--- src/rtl/ext_pkg.sv ---
// Shared definitions for the load-data extension stage:
// load op encodings, default widths and the address-LSB helper.
package ext_pkg;

    localparam int DATA_W_DEF = 32;
    localparam int TAG_W_DEF  = 5;

    localparam logic [2:0] OP_LW  = 3'b000;
    localparam logic [2:0] OP_LB  = 3'b001;
    localparam logic [2:0] OP_LBU = 3'b010;
    localparam logic [2:0] OP_LH  = 3'b011;
    localparam logic [2:0] OP_LHU = 3'b100;

    function automatic int addr_lsb(input int data_w);
        return $clog2(data_w / 8);
    endfunction

endpackage

--- src/rtl/ext_align.sv ---
// Combinational select-and-extend of a loaded byte/half/word,
// with misalignment and reserved-op detection.
module ext_align
    import ext_pkg::*;
#(
    parameter  int DATA_W   = DATA_W_DEF,
    localparam int ADDR_LSB = addr_lsb(DATA_W)
) (
    input  logic [DATA_W-1:0]   data_i,
    input  logic [ADDR_LSB-1:0] addr_i,
    input  logic [2:0]          op_i,
    output logic [DATA_W-1:0]   res_o,
    output logic                err_o
);

    logic [ADDR_LSB-1:0] half_addr;
    logic [7:0]          byte_v;
    logic [15:0]         half_v;

    always_comb begin
        half_addr    = addr_i;
        half_addr[0] = 1'b0;
        byte_v = 8'(data_i >> {addr_i, 3'b000});
        half_v = 16'(data_i >> {half_addr, 3'b000});
        res_o  = '0;
        err_o  = 1'b0;
        case (op_i)
            OP_LW: begin
                if (addr_i != '0) err_o = 1'b1;
                else              res_o = data_i;
            end
            OP_LB:  res_o = DATA_W'($signed(byte_v));
            OP_LBU: res_o = DATA_W'(byte_v);
            OP_LH: begin
                if (addr_i[0]) err_o = 1'b1;
                else           res_o = DATA_W'($signed(half_v));
            end
            OP_LHU: begin
                if (addr_i[0]) err_o = 1'b1;
                else           res_o = DATA_W'(half_v);
            end
            default: err_o = 1'b1;
        endcase
    end

endmodule

--- src/rtl/load_ext_stage.sv ---
// MEM->WB load extension stage: extends on the input side and
// registers the result through a main entry plus one skid entry.
module load_ext_stage
    import ext_pkg::*;
#(
    parameter  int DATA_W   = DATA_W_DEF,
    parameter  int TAG_W    = TAG_W_DEF,
    localparam int ADDR_LSB = addr_lsb(DATA_W)
) (
    input  logic                clk,
    input  logic                reset,
    input  logic                flush,
    input  logic                in_valid,
    output logic                in_ready,
    input  logic [DATA_W-1:0]   in_data,
    input  logic [ADDR_LSB-1:0] in_addr,
    input  logic [2:0]          in_op,
    input  logic [TAG_W-1:0]    in_tag,
    output logic                out_valid,
    input  logic                out_ready,
    output logic [DATA_W-1:0]   out_data,
    output logic [TAG_W-1:0]    out_tag,
    output logic                out_err
);

    logic [DATA_W-1:0] ext_data;
    logic              ext_err;

    ext_align #(.DATA_W(DATA_W)) u_align (
        .data_i (in_data),
        .addr_i (in_addr),
        .op_i   (in_op),
        .res_o  (ext_data),
        .err_o  (ext_err)
    );

    logic              main_vld_q, main_vld_d;
    logic [DATA_W-1:0] main_data_q, main_data_d;
    logic [TAG_W-1:0]  main_tag_q, main_tag_d;
    logic              main_err_q, main_err_d;
    logic              skid_vld_q, skid_vld_d;
    logic [DATA_W-1:0] skid_data_q, skid_data_d;
    logic [TAG_W-1:0]  skid_tag_q, skid_tag_d;
    logic              skid_err_q, skid_err_d;
    logic              accept;

    assign in_ready = reset & ~skid_vld_q;
    assign accept   = in_valid & in_ready;

    always_comb begin
        main_vld_d  = main_vld_q;
        main_data_d = main_data_q;
        main_tag_d  = main_tag_q;
        main_err_d  = main_err_q;
        skid_vld_d  = skid_vld_q;
        skid_data_d = skid_data_q;
        skid_tag_d  = skid_tag_q;
        skid_err_d  = skid_err_q;
        if (flush) begin
            main_vld_d = 1'b0;
            skid_vld_d = 1'b0;
        end else if (!main_vld_q || out_ready) begin
            // A skid word blocks new input, so it always drains first.
            if (skid_vld_q) begin
                main_vld_d  = 1'b1;
                main_data_d = skid_data_q;
                main_tag_d  = skid_tag_q;
                main_err_d  = skid_err_q;
                skid_vld_d  = 1'b0;
            end else if (accept) begin
                main_vld_d  = 1'b1;
                main_data_d = ext_data;
                main_tag_d  = in_tag;
                main_err_d  = ext_err;
            end else begin
                main_vld_d  = 1'b0;
            end
        end else if (accept) begin
            skid_vld_d  = 1'b1;
            skid_data_d = ext_data;
            skid_tag_d  = in_tag;
            skid_err_d  = ext_err;
        end
    end

    always_ff @(posedge clk or negedge reset) begin
        if (!reset) begin
            main_vld_q  <= 1'b0;
            main_data_q <= '0;
            main_tag_q  <= '0;
            main_err_q  <= 1'b0;
            skid_vld_q  <= 1'b0;
            skid_data_q <= '0;
            skid_tag_q  <= '0;
            skid_err_q  <= 1'b0;
        end else begin
            main_vld_q  <= main_vld_d;
            main_data_q <= main_data_d;
            main_tag_q  <= main_tag_d;
            main_err_q  <= main_err_d;
            skid_vld_q  <= skid_vld_d;
            skid_data_q <= skid_data_d;
            skid_tag_q  <= skid_tag_d;
            skid_err_q  <= skid_err_d;
        end
    end

    assign out_valid = main_vld_q;
    assign out_data  = main_data_q;
    assign out_tag   = main_tag_q;
    assign out_err   = main_err_q;

endmodule

--- config.mk ---
export PLATFORM = sky130hd
export DESIGN_NAME = load_ext_stage
export DESIGN_NICKNAME = d
export VERILOG_FILES = /design/src/rtl/ext_pkg.sv /design/src/rtl/ext_align.sv /design/src/rtl/load_ext_stage.sv
export SDC_FILE = /design/constraint.sdc
export NUM_CORES = 1
export LEC_CHECK = 0
export ABC_AREA = 1
export CAP_MARGIN = 25
export CELL_PAD_IN_SITES_DETAIL_PLACEMENT = 0
export CELL_PAD_IN_SITES_GLOBAL_PLACEMENT = 1
export CORE_UTILIZATION = 33
export DETAILED_ROUTE_END_ITERATION = 10
export PLACE_DENSITY = 0.87
export SYNTH_ARGS = -nofsm -noshare
export SYNTH_HDL_FRONTEND = slang
export SYNTH_SLANG_ARGS = --single-unit
--- constraint.sdc ---
create_clock -name clk -period 1.3 [get_ports clk]
set_input_delay 0.39 -clock clk [delete_from_list [all_inputs] [get_ports clk]]
set_output_delay 0.39 -clock clk [all_outputs]
set_load 0.01 [all_outputs]
==> impl_metrics.ini, run 1 <==
[sta]
maxSlewViolCount = 0
hold_viol_final = 0
fin_skew_ns = 0.009356
min_period_over_period_pct = 111.8
fmax_ghz = 0.6880
post-route-min-period_ns = 1.454
worstMarginPinSlew_ns = 0.4753
relSlewSlack_pct = 68.32
rsz0062_at_grt = yes
setup_slack_ns = -0.1536
tns_ns = -5.224
setup_viol = 72

[setup_path]
cp_max_fo = 30
cp-end-kind = flop
startpoint_type = flop
reg2regPathDepth = 7
worstPathArrival_ns = 1.69
worstPathRequired_ns = 1.53
crit_type = flop to flop

[place]
place_congestion = 0.9014
dp_hpwl_mm = 8.847
io_buffers = 86
postPlaceCellArea_sq_um = 5812
dpl.cell_count = 891

[run_status]
failed_checks = setup timing
status = finished with violations

[min_path]
hp-class = primary input to asynchronous set/reset pin

[yosys]
yosys-top-cells-area = dfrtp_1 (45%), nand2_1 (18%), nor2_1 (6.6%)
yosys.area.top_type_share_pct = 44.51
seq_area_frac_synth_pct = 44.51
ys.warnings.count = 0
ys.flop_type = dfrtp_1
avgSynthCellArea_sq_um = 7.073
synthesis.instances = 620
yosys_register_bits = 78
yosysUniqueCellTypes = 28
synth-async-reset-ratio_pct = 100.0
synth_area_leader_cell = dfrtp_1
syn_area_sq_um = 4385
synth_edf_count = 0
synth_nets = 667

[job]
maxCapViolCount = 0

[cts]
clk_latency_ns = 0.35
clk_pin_slew_worst_paths_ns = 0.06
cts_root_buf = clkbuf_16
h-tree-depth = 3
cts_tree = yes
cts-hold-fix-buffers = 0
cts_sinks = 78
clk_path_buf_depth = 2
numCtsBuffers = 9

[detailed_routing]
vias = 4851
wire_per_inst_um = 16.58
drt_iter0_drc = 392
drtPass1Iterations = 5
remaining_drc_errors = 0
finalWirelength_mm = 15.85
drtAntennaViolNets = 0
vias_per_cell = 5.074

[cells_and_area]
stdcell_count = 956
n_antenna_cell = 0
drive_above_1_share_pct = 34.06
area_growth_pct = 60.49
design_area_sq_um = 7038
nets = 827
fillers = 1151

[die]
die_area_sq_um = 13750
die_y_um = 117.3
core-area_sq_um = 12770
die_w_um = 117.3
start_util_pct = 34.33
io-pin-count = 87
num_rows = 41

[global_route]
grt.busiest_layer = met2
met1_usage_pct = 29.97
antenna_found_initial = 0
grtUsageMet2_pct = 33.45
grt_pass1_wl_mm = 22.30
gr-usage-met3_pct = 3.193
grt_pass1_vias = 4327
grt_max_degree = 79
grt_use_total_pct = 21.63
grt.overflow.total = 0

[power_and_ir_drop]
p_leak_nw = 3.822
peakVddDrop_v = 0.0006082
p_per_area_nw_per_um2 = 1135
## layer usage
layer,vias to the layer above,part of all wire [%]
met3,28,6.1
met5,-,0
met2,211,47
met1,2313,44
met4,0,2.9
li1,2299,-
## per-stage QoR
step	setup slack (ns)	hold WS (ns)	power [mW]	utilization (%)
2_1_floorplan	-0.03710	0.09441	4.014	-
3_3_place_gp	-0.7713	0.4657	4.875	45.50
3_5_place_dp	-0.7747	0.4681	4.930	45.50
4_1_cts	-0.1349	0.3686	7.725	51.17
5_1_grt	-0.2059	0.1415	8.356	55.10
6_report	-0.1536	0.09458	7.990	55.10
## area by class of cell
type | count | area (sq um) | area share, %
sequential | 78 | 1952 | 27.73
tap | 172 | 215.2 | 3.058
clock buffer | 12 | 246.5 | 3.502
inverter | 56 | 230.2 | 3.271
multi-input combinational | 450 | 2407 | 34.20
clock inverter | 3 | 68.82 | 0.9778
timing repair buffer | 185 | 1918 | 27.25
## power breakdown
part / switching, mW / internal (mW)
combinational: 1.06 / 0.964
clock: 1.06 / 1.73
sequential: 0.258 / 2.92
total: 2.38 / 5.61
## cells in the final DEF, fill, tap and decap left out, types with 23 or more instances in the layout
| master | n |
|---|---|
| clkdlybuf4s50_1 | 33 |
| buf_4 | 55 |
| nor2_1 | 50 |
| nand3_1 | 42 |
| nand2_1 | 192 |
| nor2_2 | 23 |
| dfrtp_1 | 78 |
| buf_2 | 41 |
| inv_1 | 48 |
## worst paths after layout
path                       slack, ns                        to                      from
min                             0.09    skid_vld_q$_DFFE_PN0P_                     reset
min in group clk                0.47  out_data[19]$_DFFE_PN0P_  out_data[19]$_DFFE_PN0P_
max in group asynchronous       0.62   out_data[6]$_DFFE_PN0P_                     reset
max                            -0.15  out_data[20]$_DFFE_PN0P_    skid_vld_q$_DFFE_PN0P_
min reg2reg                     0.47  out_data[19]$_DFFE_PN0P_  out_data[19]$_DFFE_PN0P_
max reg2reg                    -0.15  out_data[20]$_DFFE_PN0P_    skid_vld_q$_DFFE_PN0P_
## critical path, stage by stage, from the launching register on
cell and delay, ns:
dfrtp_1 0.41, buf_4 0.16, inv_4 0.08, buf_12 0.19, buf_12 0.17, nand4_1 0.14
nand2_1 0.13, nand2_1 0.06
## registers in the layout (all words and copies together) (netlist names)
name / cells
skid_vld_q: 1
skid_err_q: 1
out_tag: 5
out_err: 1
skid_data_q: 32
out_valid: 1
out_data: 32
skid_tag_q: 5
## synth_stat cells, types with 7 or more instances
master / count
a21oi_1: 20
a31oi_2: 7
buf_2: 15
clkbuf_1: 11
dfrtp_1: 78
inv_1: 54
nand2_1: 214
nand2_2: 7
nand3_1: 46
nand4_1: 21
nor2_1: 77
o21ai_0: 35
## cell families after synthesis
kind of cell,after synthesis,share of synthesized area (%)
buf+inv,92,9.643
compound gates,76,10.24
flops,78,44.51
simple gates,374,35.61
## what timing repair did
action                                  in CTS  in global routing
setup buffers                               25                 13
endpoints found under the setup margin     114                 76
pin swaps                                   12                 30
gates resized for setup                    225                115
gates cloned                                 9                  7
Note: power is estimated with default switching activity, not from simulation.
==> run 2: changes to the inputs <==
--- a/config.mk
+++ b/config.mk
@@ -12,6 +12,7 @@
 export CORE_UTILIZATION = 33
 export DETAILED_ROUTE_END_ITERATION = 10
 export PLACE_DENSITY = 0.87
+export SLEW_MARGIN = 5
 export SYNTH_ARGS = -nofsm -noshare
 export SYNTH_HDL_FRONTEND = slang
 export SYNTH_SLANG_ARGS = --single-unit
==> results of run 2 <==
Final layout, timing and power as in run 1 (identical DEF).
==> run 3: changes to the inputs <==
--- a/config.mk
+++ b/config.mk
@@ -11,8 +11,9 @@
 export CELL_PAD_IN_SITES_GLOBAL_PLACEMENT = 1
 export CORE_UTILIZATION = 33
 export DETAILED_ROUTE_END_ITERATION = 10
+export GPL_TIMING_DRIVEN = 0
 export PLACE_DENSITY = 0.87
-export SLEW_MARGIN = 5
+export SLEW_MARGIN = 10
 export SYNTH_ARGS = -nofsm -noshare
 export SYNTH_HDL_FRONTEND = slang
 export SYNTH_SLANG_ARGS = --single-unit
==> run 3 against run 2 <==
  * The flow still finishes with violations (setup timing)
  * Core utilization down 0.96 points
  * Register-to-register slack better by 0.02 ns
  * First-iteration DRC count up 13%
  * Worst setup slack gained 0.019 ns
  * Hold slack gained 0.011 ns
  * Design area down 1.7%
  * Critical endpoint is now out_data[31]$_DFFE_PN0P_
==> impl_metrics.ini, run 3 (synthesized netlist as in run 1, its figures left out) <==
[die]
num_rows = 41
io-pin-count = 87
die_w_um = 117.3
die_y_um = 117.3
core-area_sq_um = 12770
start_util_pct = 34.33
die_area_sq_um = 13750

[detailed_routing]
vias = 4833
drtPass1Iterations = 6
drtAntennaViolNets = 0
vias_per_cell = 5.103
drt_iter0_drc = 443
finalWirelength_mm = 16.45
wire_per_inst_um = 17.37
remaining_drc_errors = 0

[min_path]
hp-class = primary input to asynchronous set/reset pin

[global_route]
grt_max_degree = 25
grt_pass1_vias = 4553
antenna_found_initial = 0
grt_use_total_pct = 23.06
grt.overflow.total = 0
grt_pass1_wl_mm = 23.65

[sta]
relSlewSlack_pct = 54.19
setup_slack_ns = -0.1347
post-route-min-period_ns = 1.435
tns_ns = -3.889
rsz0062_at_grt = yes
maxSlewViolCount = 0
setup_viol = 63
min_period_over_period_pct = 110.4
worstMarginPinSlew_ns = 0.6849
fmax_ghz = 0.6970
hold_viol_final = 0
fin_skew_ns = 0.007693

[setup_path]
cp_max_fo = 10
worstPathArrival_ns = 1.72
worstPathRequired_ns = 1.59
cp-end-kind = flop
crit_type = flop to flop
startpoint_type = flop
rrSetupSlack_ns = -0.13

[power_and_ir_drop]
pwr-share-seq_pct = 39.6
power_mw = 7.954
p_sw_mw = 2.335
clockPowerShare_pct = 35.6
peakVddDrop_v = 0.0006073
cell_internal_pwr_mw = 5.619
p_leak_nw = 3.757
power_frac_comb_pct = 24.9
p_per_area_nw_per_um2 = 1150
sw_frac_of_total_pct = 29.36

[cells_and_area]
area_growth_pct = 57.69
n_antenna_cell = 0
final_util_pct = 54.14
layout_commonest_cell = nand2_1
nets = 817
design_area_sq_um = 6915
fillers = 1170
final_cell_mix = nand2_1 (183), dfrtp_1 (77), nor2_1 (60)
drive_above_1_share_pct = 33.03

[cts]
clk_pin_slew_worst_paths_ns = 0.07
cts_tree = yes
cts_sinks = 78
cts_root_buf = clkbuf_16
clk_path_buf_depth = 2
h-tree-depth = 3
numCtsBuffers = 9
clk_latency_ns = 0.34

[job]
maxCapViolCount = 0

[place]
io_buffers = 85
dp_hpwl_mm = 10.39
place_congestion = 0.9129
postPlaceCellArea_sq_um = 5540
pre_cts_slack_ns = -1.032

[run_status]
status = finished with violations
failed_checks = setup timing
[run 3: cell types whose count changed in the layout (fill, tap and decap cells not counted), moves of 8 or more]
cell,before,now
buf_4,55,31
buf_12,21,6
buf_8,2,12
nor2_1,50,60
nor2_2,23,13
nand2_1,192,183
nand2_2,18,27
buf_6,10,18
[run 3: critical path, cell delays in order (launching register included)]
cell	delay (ns)
dfrtp_2	0.42
nor2_4	0.11
nand2_4	0.08
nand2_4	0.08
nand3_4	0.18
buf_6	0.21
a21oi_1	0.14
nand2_1	0.09
nand2_1	0.06
[run 3: metal layers]
layer	vias to the layer above	track usage, %	wire length [um]
met5	-	0	0
met4	0	7.004	278
met1	2332	31.83	7265
met3	26	3.502	908
li1	2294	-	-
met2	181	37.22	7993
[run 3: path summary, 6_finish.rpt]
path,startpoint,to,cells past startpoint
worst max-delay path,skid_vld_q$_DFFE_PN0P_,out_data[31]$_DFFE_PN0P_,8
worst min-delay path,reset,skid_data_q[14]$_DFFE_PN0P_,2
worst max register to register,skid_vld_q$_DFFE_PN0P_,out_data[31]$_DFFE_PN0P_,8
worst min register to register,out_tag[2]$_DFFE_PN0P_,out_tag[2]$_DFFE_PN0P_,2
max in group asynchronous,reset,out_data[26]$_DFFE_PN0P_,2
min in group clk,out_tag[2]$_DFFE_PN0P_,out_tag[2]$_DFFE_PN0P_,2
[run 3: area by class of cell]
class | instances | area [sq um] | area share (%)
inverter | 56 | 227.7 | 3.293
tap | 172 | 215.2 | 3.112
multi-input combinational | 452 | 2442 | 35.32
sequential | 78 | 1953 | 28.24
buffer | 34 | 419.2 | 6.061
clock inverter | 5 | 81.33 | 1.176
timing repair buffer | 139 | 1324 | 19.14
clock buffer | 11 | 252.7 | 3.655
[run 3: power by group through the flow]
stage / Clock (mW) / Sequential [mW] / Combinational (mW)
detailed placement: 0 / 3.18 / 1.69
global route: 2.92 / 3.20 / 2.17
floorplan: 0 / 3.23 / 0.781
CTS: 2.84 / 3.13 / 1.73
finish: 2.83 / 3.15 / 1.98
global placement: 0 / 3.16 / 1.65
[run 3: through the flow]
stage | hold slack (ns) | instances
4_1_cts | 0.09699 | 929
3_5_place_dp | 0.3616 | 878
3_3_place_gp | 0.4687 | 877
6_report | 0.1053 | 947
2_1_floorplan | 0.09441 | 620
5_1_grt | 0.1043 | 947
[run 3: timing repair]
| item | in CTS | in global routing |
|---|---|---|
| pin swaps | 10 | 30 |
| setup endpoints to repair | 118 | 93 |
| setup buffers | 25 | 15 |
| hold buffers | 3 | 1 |
| hold endpoints to repair | 30 | 16 |
| resized for setup | 248 | 159 |
| gates cloned | 7 | 7 |
